==> src/rtl/pokey_pkg.sv <==
// pokey_pkg: shared constants for the POKEY clock scheduling slice.
//   - AUDCTL bit indices used by the channel clock routing
//   - scheduler state encoding
//   - default divider counts
// No ports; imported with "import pokey_pkg::*".
package pokey_pkg;

    // AUDCTL bit indices
    localparam int unsigned AUDCTL_15K     = 0;
    localparam int unsigned AUDCTL_JOIN34  = 3;
    localparam int unsigned AUDCTL_JOIN12  = 4;
    localparam int unsigned AUDCTL_CH3_179 = 5;
    localparam int unsigned AUDCTL_CH1_179 = 6;

    // Scheduler state encoding
    localparam logic [0:0] ST_INIT = 1'b0;
    localparam logic [0:0] ST_RUN  = 1'b1;

    // Default divider counts
    localparam int unsigned DEF_CLK_DIV          = 32;
    localparam int unsigned DEF_DIV64_COUNT      = 28;
    localparam int unsigned DEF_DIV15_COUNT      = 114;
    localparam int unsigned DEF_DIV64_RESETCOUNT = 0;
    localparam int unsigned DEF_DIV15_RESETCOUNT = 0;

endpackage

==> src/rtl/pokey_clock_scheduler_if.sv <==
// pokey_clock_scheduler_if: bundle between the register file / channel
// counters and the clock scheduler.
//   master modport (register file side):
//     out ce, skctl_init, stimer_wr, audctl[7:0]
//     in  enable_179, enable_64, enable_15, chan_en[3:0], init_active
//   slave modport (pokey_clock_scheduler): the mirror image.
interface pokey_clock_scheduler_if;

    logic       ce;
    logic       skctl_init;
    logic       stimer_wr;
    logic [7:0] audctl;
    logic       enable_179;
    logic       enable_64;
    logic       enable_15;
    logic [3:0] chan_en;
    logic       init_active;

    modport master (
        output ce, skctl_init, stimer_wr, audctl,
        input  enable_179, enable_64, enable_15, chan_en, init_active
    );

    modport slave (
        input  ce, skctl_init, stimer_wr, audctl,
        output enable_179, enable_64, enable_15, chan_en, init_active
    );

endinterface

==> src/rtl/pokey_clock_scheduler_syncreset_enable_divider.sv <==
// syncreset_enable_divider: counts enable_in pulses and emits a tick on every
// COUNT-th pulse. syncreset reloads the count with RESETCOUNT, so the first
// tick after a restart arrives on pulse COUNT-RESETCOUNT.
//   clk        in  system clock
//   reset_n    in  asynchronous active-low reset
//   syncreset  in  synchronous restart (caller qualifies it with ce)
//   enable_in  in  input tick (caller qualifies it with ce)
//   enable_out out tick, only ever high together with enable_in
module syncreset_enable_divider #(
    parameter int unsigned COUNT      = 28,
    parameter int unsigned RESETCOUNT = 0
) (
    input  logic clk,
    input  logic reset_n,
    input  logic syncreset,
    input  logic enable_in,
    output logic enable_out
);

    localparam int unsigned CW = (COUNT > 1) ? $clog2(COUNT) : 1;

    logic [CW-1:0] count;
    // Registered "count is at terminal" flag keeps the output path to a single AND.
    logic          flag;

    always_ff @(posedge clk or negedge reset_n) begin
        if (!reset_n) begin
            count <= '0;
            flag  <= 1'b0;
        end else if (syncreset) begin
            // The tick for this cycle (flag & enable_in) still goes out; only the state reloads.
            count <= CW'(RESETCOUNT);
            flag  <= (RESETCOUNT == COUNT - 1);
        end else if (enable_in) begin
            if (flag) begin
                count <= '0;
                flag  <= 1'b0;
            end else begin
                count <= count + 1'b1;
                flag  <= (count == CW'(COUNT - 2));
            end
        end
    end

    assign enable_out = flag & enable_in;

endmodule

==> src/rtl/pokey_clock_scheduler.sv <==
// pokey_clock_scheduler: derives the 1.79 MHz tick from the master clock
// enable, chains the 64 kHz and 15 kHz dividers off it, and routes the
// selected base clock to the four audio channels according to AUDCTL.
//   clk      in  system clock
//   reset_n  in  asynchronous active-low reset
//   bus      slave modport of pokey_clock_scheduler_if:
//            ce, skctl_init, stimer_wr, audctl in;
//            enable_179, enable_64, enable_15, chan_en[3:0], init_active out
// Build option: define POKEY_STIMER_RESYNC_EN to let STIMER writes restart
// both dividers; otherwise they restart only while in INIT.
module pokey_clock_scheduler
    import pokey_pkg::*;
#(
    parameter int unsigned CLK_DIV          = DEF_CLK_DIV,
    parameter int unsigned DIV64_COUNT      = DEF_DIV64_COUNT,
    parameter int unsigned DIV15_COUNT      = DEF_DIV15_COUNT,
    parameter int unsigned DIV64_RESETCOUNT = DEF_DIV64_RESETCOUNT,
    parameter int unsigned DIV15_RESETCOUNT = DEF_DIV15_RESETCOUNT
) (
    input  logic                    clk,
    input  logic                    reset_n,
    pokey_clock_scheduler_if.slave  bus
);

    localparam int unsigned PW = $clog2(CLK_DIV);

    logic [PW-1:0] presc;
    logic [0:0]    state;
    logic [0:0]    state_next;
    logic          init_q;
    logic          restart;
    logic          tick_179;
    logic          tick_64;
    logic          tick_15;
    logic          base;
    logic          unused_join;

    // skctl_init alone decides the next state: high forces INIT (even over
    // stimer_wr), low leaves or stays out of INIT.
    always_comb begin
        state_next = bus.skctl_init ? ST_INIT : ST_RUN;
    end

    always_ff @(posedge clk or negedge reset_n) begin
        if (!reset_n) begin
            state  <= ST_INIT;
            presc  <= '0;
            init_q <= 1'b0;
        end else if (bus.ce) begin
            state  <= state_next;
            init_q <= (state_next == ST_INIT);
            if (state == ST_INIT || presc == PW'(CLK_DIV - 1)) begin
                presc <= '0;
            end else begin
                presc <= presc + 1'b1;
            end
        end
    end

    assign tick_179 = bus.ce && (state == ST_RUN) && (presc == PW'(CLK_DIV - 1));

`ifdef POKEY_STIMER_RESYNC_EN
    assign restart = bus.ce && ((state == ST_INIT) || bus.stimer_wr);
`else
    assign restart = bus.ce && (state == ST_INIT);
`endif

    syncreset_enable_divider #(
        .COUNT      (DIV64_COUNT),
        .RESETCOUNT (DIV64_RESETCOUNT)
    ) u_div64 (
        .clk        (clk),
        .reset_n    (reset_n),
        .syncreset  (restart),
        .enable_in  (tick_179),
        .enable_out (tick_64)
    );

    syncreset_enable_divider #(
        .COUNT      (DIV15_COUNT),
        .RESETCOUNT (DIV15_RESETCOUNT)
    ) u_div15 (
        .clk        (clk),
        .reset_n    (reset_n),
        .syncreset  (restart),
        .enable_in  (tick_179),
        .enable_out (tick_15)
    );

    // Join bits are handled by the channel counters, not by routing.
    assign unused_join = bus.audctl[AUDCTL_JOIN12] ^ bus.audctl[AUDCTL_JOIN34];

    assign base = bus.audctl[AUDCTL_15K] ? tick_15 : tick_64;

    assign bus.enable_179  = tick_179;
    assign bus.enable_64   = tick_64;
    assign bus.enable_15   = tick_15;
    assign bus.chan_en[0]  = bus.audctl[AUDCTL_CH1_179] ? tick_179 : base;
    assign bus.chan_en[1]  = base;
    assign bus.chan_en[2]  = bus.audctl[AUDCTL_CH3_179] ? tick_179 : base;
    assign bus.chan_en[3]  = base;
    assign bus.init_active = init_q;

endmodule

==> src/flat_wrapper.sv <==
// flat-port wrapper written by rule: the top's interface ports become plain ports
module pokey_clock_scheduler_flat import pokey_pkg::*;
#(
    parameter int unsigned CLK_DIV          = DEF_CLK_DIV,
    parameter int unsigned DIV64_COUNT      = DEF_DIV64_COUNT,
    parameter int unsigned DIV15_COUNT      = DEF_DIV15_COUNT,
    parameter int unsigned DIV64_RESETCOUNT = DEF_DIV64_RESETCOUNT,
    parameter int unsigned DIV15_RESETCOUNT = DEF_DIV15_RESETCOUNT
)
  (clk, reset_n, bus_ce, bus_skctl_init, bus_stimer_wr, bus_audctl, bus_enable_179, bus_enable_64, bus_enable_15, bus_chan_en, bus_init_active);
  pokey_clock_scheduler_if bus_i ();
  input  logic clk;
  input  logic reset_n;
  input wire logic [$bits(bus_i.ce)-1:0] bus_ce;
  input wire logic [$bits(bus_i.skctl_init)-1:0] bus_skctl_init;
  input wire logic [$bits(bus_i.stimer_wr)-1:0] bus_stimer_wr;
  input wire logic [$bits(bus_i.audctl)-1:0] bus_audctl;
  output wire logic [$bits(bus_i.enable_179)-1:0] bus_enable_179;
  output wire logic [$bits(bus_i.enable_64)-1:0] bus_enable_64;
  output wire logic [$bits(bus_i.enable_15)-1:0] bus_enable_15;
  output wire logic [$bits(bus_i.chan_en)-1:0] bus_chan_en;
  output wire logic [$bits(bus_i.init_active)-1:0] bus_init_active;
  assign bus_i.ce = bus_ce;
  assign bus_i.skctl_init = bus_skctl_init;
  assign bus_i.stimer_wr = bus_stimer_wr;
  assign bus_i.audctl = bus_audctl;
  assign bus_enable_179 = bus_i.enable_179;
  assign bus_enable_64 = bus_i.enable_64;
  assign bus_enable_15 = bus_i.enable_15;
  assign bus_chan_en = bus_i.chan_en;
  assign bus_init_active = bus_i.init_active;
  pokey_clock_scheduler #(.CLK_DIV(CLK_DIV), .DIV64_COUNT(DIV64_COUNT), .DIV15_COUNT(DIV15_COUNT), .DIV64_RESETCOUNT(DIV64_RESETCOUNT), .DIV15_RESETCOUNT(DIV15_RESETCOUNT)) u_core (.clk(clk), .reset_n(reset_n), .bus(bus_i));
endmodule
==> config.mk <==
export PLATFORM = sky130hd
export DESIGN_NAME = pokey_clock_scheduler_flat
export DESIGN_NICKNAME = d
export VERILOG_FILES = /design/src/rtl/pokey_pkg.sv /design/src/rtl/pokey_clock_scheduler_if.sv /design/src/rtl/pokey_clock_scheduler_syncreset_enable_divider.sv /design/src/rtl/pokey_clock_scheduler.sv /design/src/flat_wrapper.sv
export SDC_FILE = /design/constraint.sdc
export NUM_CORES = 1
export LEC_CHECK = 0
export ABC_AREA = 1
export CAP_MARGIN = 10
export CORE_MARGIN = 2
export CORE_UTILIZATION = 48
export CTS_CLUSTER_SIZE = 40
export DETAILED_ROUTE_END_ITERATION = 10
export GPL_TIMING_DRIVEN = 0
export PLACE_DENSITY_LB_ADDON = 0.25
export REMOVE_ABC_BUFFERS = 1
export SLEW_MARGIN = 20
export SYNTH_ARGS = -nofsm -noshare
export SYNTH_HDL_FRONTEND = slang
export SYNTH_SLANG_ARGS = --single-unit
==> constraint.sdc <==
create_clock -name clk -period 4.17 [get_ports clk]
set_input_delay 0.834 -clock clk [delete_from_list [all_inputs] [get_ports clk]]
set_output_delay 0.834 -clock clk [all_outputs]
set_load 0.05 [all_outputs]
; Yosys cells after proc, flatten, opt, wreduce, memory -nomap -nowiden
; Cells that the tools add are included.
[totals]
output_inout_bits = 8
regBits = 21
word_cells = 38
in_bits = 13
[classes]
eq_ne = 3
bitwise_logic = 3
reduce_logical = 5
addsub = 3
muxes = 17
[ops]
columns = op, count
row1 = 7-bit 2-to-1 mux, 3
row2 = 5-bit 2-to-1 mux, 4
row3 = "5-bit by 1-bit adder with 5-bit output, second input constant", 2
row4 = "5-bit == test, second input constant", 2
row5 = 1-bit 2-to-1 mux, 10
row6 = "7-bit by 1-bit adder with 7-bit output, second input constant", 1
row7 = "7-bit == test, second input constant", 1
row8 = 1-bit logical AND, 3
row9 = 1-bit AND, 2
row10 = 2-bit nonzero test, 1
row11 = 1-bit logical OR, 1
row12 = 1-bit inverter, 1

; Logic depth before layout (Yosys ltp)
[logic_depth]
depth_word = 5
ltp_mapped = 11

; Hierarchy
; From an unflattened synthesis, not the netlist that was laid out.
[hier_totals]
cells_unflattened = 167
hier_area_um2 = 1252.5
[by_module_without_submodules]
columns = module, cells_per_inst, area_each_um2, n_inst
row1 = syncreset_enable_divider (u_core.u_div15), 67, 479.2, 1
row2 = pokey_clock_scheduler, 52, 416.6, 1
row3 = syncreset_enable_divider (u_core.u_div64), 48, 356.6, 1

; Worst setup path after synthesis
; Ideal clock, no wire load.
[synth_timing]
path_kind = register to output
start = register u_core.presc[0]
end = output bus_chan_en[0]
arrival_ns = 1.879
t_required_ns = 3.336
stages_incl_launch_ff = 9
path_slack_ns = 1.457
path_cell_list = dfrtp_1 -> ha_1 -> inv_1 -> nor3_1 -> ha_1 -> nand3_2 -> inv_1 -> nand2_1 -> nand2_1
[synth_via]
elab_chain_len = 5
word_cells_on_any_way = 6
cone_classes = eq/ne (1) / mux (2) / bitwise (2) / reduce/logical (1)
[synth_lines]
columns = element, line
row1 = "start, declared", pokey_clock_scheduler.sv:27  ; logic [PW-1:0] presc;
row2 = "start signal, assigned", pokey_clock_scheduler.sv:55  ; presc <= presc + 1'b1;
row3 = 5-bit == test *, pokey_clock_scheduler.sv:60  ; assign tick_179 = bus.ce && (state == ST_RUN) && (presc == PW'(CLK_DIV - 1));
row4 = 1-bit logical AND *, pokey_clock_scheduler.sv:60
row5 = named net bus_enable_179, flat_wrapper.sv:18  ; output wire logic [$bits(bus_i.enable_179)-1:0] bus_enable_179;
row6 = 1-bit AND, pokey_clock_scheduler_syncreset_enable_divider.sv:45  ; assign enable_out = flag & enable_in;
row7 = 1-bit 2-to-1 mux, pokey_clock_scheduler.sv:93  ; assign base = bus.audctl[AUDCTL_15K] ? tick_15 : tick_64;
row8 = 1-bit 2-to-1 mux *, pokey_clock_scheduler.sv:98  ; assign bus.chan_en[0] = bus.audctl[AUDCTL_CH1_179] ? tick_179 : base;
row9 = "end, declared", flat_wrapper.sv:21  ; output wire logic [$bits(bus_i.chan_en)-1:0] bus_chan_en;
; Mark *: on every way through the listed nets, which the timed path passes. The rest lies on a longest branch.

; Worst setup path after layout
[layout_timing]
start = input bus_ce
end = output bus_chan_en[1]
[layout_via]
elab_chain_len = 4
word_cells_on_any_way = 5
cone_classes = mux (1) / bitwise (2) / reduce/logical (2)
[layout_lines]
columns = element, line
row1 = "start, declared", flat_wrapper.sv:14  ; input wire logic [$bits(bus_i.ce)-1:0] bus_ce;
row2 = 1-bit logical AND * (2 in series), pokey_clock_scheduler.sv:60
row3 = 1-bit AND, pokey_clock_scheduler_syncreset_enable_divider.sv:45
row4 = 1-bit 2-to-1 mux *, pokey_clock_scheduler.sv:93
; Every way passes the cells marked *; elsewhere a longest branch is shown, timed or not.

==> Implementation_results.wiki <==
{| class="wikitable"
! Metric !! Value
|-
| Share of post-route cells with drive strength above 1 || 0.0462
|-
| Routability congestion estimate || approximately 0.77
|-
| Hold Path Sink || u_core.presc[4]$_DFFE_PN0P_
|-
| Sequential cell area || approximately 530 um2
|-
| Tightest Pin Transition || 0.957 ns
|-
| Ratio of total power to cell area || between 200 and 300 mW/mm2
|-
| Initial antenna violation count || 0
|-
| EDFF count, synth || 0
|-
| Drt drc || 0
|-
| Cell seen most often among critical-path stages || sky130_fd_sc_hd__clkdlybuf4s50_1
|-
| Unrepaired setup endpoints after global routing || no
|-
| Critical Path RT || ~3.3 ns
|-
| Yosys top cell area share || 0.434
|-
| Setup crit start kind || input pin
|-
| Largest net degree at the start of global routing || 22
|-
| Source of the worst hold timing path || u_core.presc[4]$_DFFE_PN0P_
|-
| Placed wire-length estimate after detailed placement || about 1.7 mm
|-
| Clock power share || 0.275
|-
| Starting density of the core || 0.497
|-
| Net total in the final layout || just under 200
|-
| Die Span X || 54.2 um
|-
| Worst-path cell with the longest stage delay || sky130_fd_sc_hd__clkdlybuf4s50_1
|-
| Number of cells on the worst reg-to-reg path || 11
|-
| Worst vdd ir || 0.000249 V
|-
| Post-cts resize count || 0
|-
| Area of the core region || around 0.0024 mm2
|-
| Result of the run || completed
|-
| Top post-synthesis cells by count || sky130_fd_sc_hd__nand2_1, sky130_fd_sc_hd__inv_1, sky130_fd_sc_hd__dfrtp_1
|-
| Routed wire length per instance || 11.0 um
|-
| Wire length of the first global-routing pass || about 3.7 mm
|-
| Global-route congestion overflow total || 0
|-
| Final Routed Wirelength || 2.23 mm
|-
| Worst clock skew || 0.00454 ns
|-
| Max Fclk || roughly 0.27 GHz
|-
| Critical Path, Cell by Cell || clkdlybuf4s50_1 -> nand4_1 -> nand2_1 -> and2_1 -> clkdlybuf4s50_1
|-
| # hold bufs at CTS || 0
|-
| Routed Antenna Nets || 0
|-
| Final setup violating endpoints || 0
|-
| Register bit total from synthesis || 21
|-
| Via count of the first global-routing pass || 871
|-
| Share of flip-flops with an asynchronous set or reset after synthesis || 1.00
|-
| Sort of element at the end of the critical path || output pin
|-
| Tot Pwr || ~0.00036 W
|-
| Number of sinks driven by the clock tree || 21
|-
| Sw Pwr || 0.0000952 W
|-
| RR Startpoint || u_core.presc[0]$_DFFE_PN0P_
|-
| Post-synthesis cell count || 158
|-
| P_leak || slightly below 0.7 nW
|-
| # rows || 18
|-
| Worst setup margin || between 0.4 and 0.5 ns
|-
| Clock transition at the registers of the reported paths || roughly 0.11 ns
|-
| R2r endpoint || u_core.u_div64.count[2]$_DFFE_PN0P_
|-
| Overall Global Routing Usage || 0.179
|-
| Commonest register cell after synthesis || sky130_fd_sc_hd__dfrtp_1
|-
| Final total negative setup slack || 0 ns
|-
| Placement-stage worst setup slack || ~0.47 ns
|-
| Total of max-cap violations || 0
|-
| Post-synthesis instance area || 0.00121 mm2
|-
| Fraction of power spent switching nets || 0.266
|-
| Bufs on Longest Clock Path || 2
|-
| Hold depth || 2
|-
| Area of the die || between 0.002 and 0.003 mm2
|-
| Synth warnings || 0
|-
| Post-CTS Repair Setup Buffers || 0
|-
| Endpoints failing hold || 0
|-
| CTS root buffer || sky130_fd_sc_hd__clkbuf_4
|-
| DRC marker count from the first detailed-route iteration || 10
|-
| Min-delay worst type || flop to flop
|-
| Dominant cell type by area after synthesis || sky130_fd_sc_hd__dfrtp_1
|-
| H-tree Lvls || 1
|-
| CTS tree || yes
|-
| Relative contribution of combinational cells to total power || 0.128
|-
| Number of fillers in the final layout || approximately 240
|-
| Via total after detailed routing || 996
|-
| WS Path Type || input pin to output pin
|-
| Final-report max-slew violation count || 0
|-
| Clock period minus final worst setup slack || approximately 3.7 ns
|-
| Antenna diodes || 0
|-
| Io pins || 21
|-
| Later-pin clock latency in the skew report || 0.31 ns
|-
| CP max FO || 12
|-
| Portion of the clock cycle consumed by the worst path in the final layout || 0.886
|-
| Arrival time of the worst setup path || roughly 2.9 ns
|-
| Total placed cells including tap cells || slightly below 200
|-
| Count of buffers inserted at the top-level ports || 14
|-
| Pint || 0.000262 W
|-
| Peak per-stage delay on the critical path || ~0.8 ns
|-
| Vias per inst || around 4.9
|-
| Sequential cell area fraction in the yosys report || 0.434
|-
| Multi-input gate area in the final layout || about 550 um2
|-
| Count of non-filler cells in the finished layout || between 200 and 250
|-
| Synth area leaders || sky130_fd_sc_hd__dfrtp_1, sky130_fd_sc_hd__nand2_1, sky130_fd_sc_hd__inv_1
|-
| Number of detailed-routing iterations run before antenna repair || 6
|-
| Worst-case register-to-register setup slack || between 2 and 2.5 ns
|-
| Number of unique standard cell types used by synthesis || 24
|-
| CTS Buf Count || 3
|-
| Post-Syn Area per Cell || between 7 and 8 um2
|-
| Height of the chip || roughly 54 um
|-
| Slew HR || 0.360
|-
| Area delta synth->final || 14.7%
|-
| Register share of total power || 0.597
|-
| Cell with the most instances after synthesis || sky130_fd_sc_hd__nand2_1
|}
## critical path: cells and delay by family
family                 cells  cell delay [ns]
AND/OR/NAND/NOR            3             0.48
buffers and inverters      2             1.54
## flip-flops by register name, summed over array words and instances (netlist names)
| register | cells |
|---|---|
| u_core.presc | 5 |
| u_core.u_div64.flag | 1 |
| u_core.u_div64.count | 5 |
| u_core.u_div15.count | 7 |
| u_core.bus.init_active | 1 |
| u_core.u_div15.flag | 1 |
| u_core.state | 1 |
## cells by family after synthesis
logic type               share of synthesized area
buffers and inverters                        0.109
flip-flops                                   0.434
XOR/XNOR                                    0.0145
AO/OA/AOI/OAI                               0.0786
adder cells (fa/ha/maj)                     0.0620
AND/OR/NAND/NOR                              0.294
multiplexers                               0.00827
## power by group through the flow
stage | sequential, W | combinational, W | clock [W]
finish | 0.000213 | 0.0000459 | 0.0000983
floorplan | 0.000220 | 0.0000229 | 0
global placement | 0.000217 | 0.0000457 | 0
detailed placement | 0.000217 | 0.0000467 | 0
CTS | 0.000213 | 0.0000467 | 0.000104
global route | 0.000214 | 0.0000518 | 0.000113
## layout by cell type (no fill, tap or decap), types with 3 or more instances in the layout
master	Yosys	layout
sky130_fd_sc_hd__nand3_1	14	14
sky130_fd_sc_hd__ha_1	6	6
sky130_fd_sc_hd__o21bai_1	3	3
sky130_fd_sc_hd__inv_1	27	27
sky130_fd_sc_hd__dfrtp_1	21	21
sky130_fd_sc_hd__nor2_1	11	11
sky130_fd_sc_hd__clkdlybuf4s50_1	0	14
sky130_fd_sc_hd__nand2_1	43	43
sky130_fd_sc_hd__clkbuf_4	0	3
sky130_fd_sc_hd__nor3_1	6	6
sky130_fd_sc_hd__o21ai_0	9	9
sky130_fd_sc_hd__nand4_1	3	3
## through the flow
step                hold WS [ns]  area, um2  utilization
CTS                        0.512       1390        0.570
detailed placement         0.483       1360        0.560
floorplan                  0.459       1180            -
global placement           0.476       1360        0.560
global route               0.536       1390        0.570
finish                     0.503       1390        0.570
## metal layers
| layer | global-route usage | share of wire | vias up |
|---|---|---|---|
| met4 | 0.0750 | 0.016 | 0 |
| met1 | 0.228 | 0.47 | 454 |
| li1 | - | - | 527 |
| met5 | 0 | 0 | - |
| met2 | 0.283 | 0.48 | 10 |
| met3 | 0.0500 | 0.029 | 5 |
## area by class of cell
class                      instances  area share
inverter                          28      0.0757
tap                               30      0.0271
timing repair buffer              14       0.101
clock buffer                       4      0.0189
sequential                        21       0.379
multi-input combinational        106       0.399
## worst max path at each step
stage	from	to	slack, ns
finish	bus_ce	bus_chan_en[1]	0.48
detailed placement	bus_ce	bus_chan_en[1]	0.47
CTS	bus_ce	bus_chan_en[1]	0.47
floorplan	u_core.presc[0]$_DFFE_PN0P_	bus_chan_en[1]	1.44
global placement	bus_ce	bus_chan_en[1]	0.51
global route	bus_ce	bus_chan_en[3]	0.34
Power figures use the tool's default switching activity.
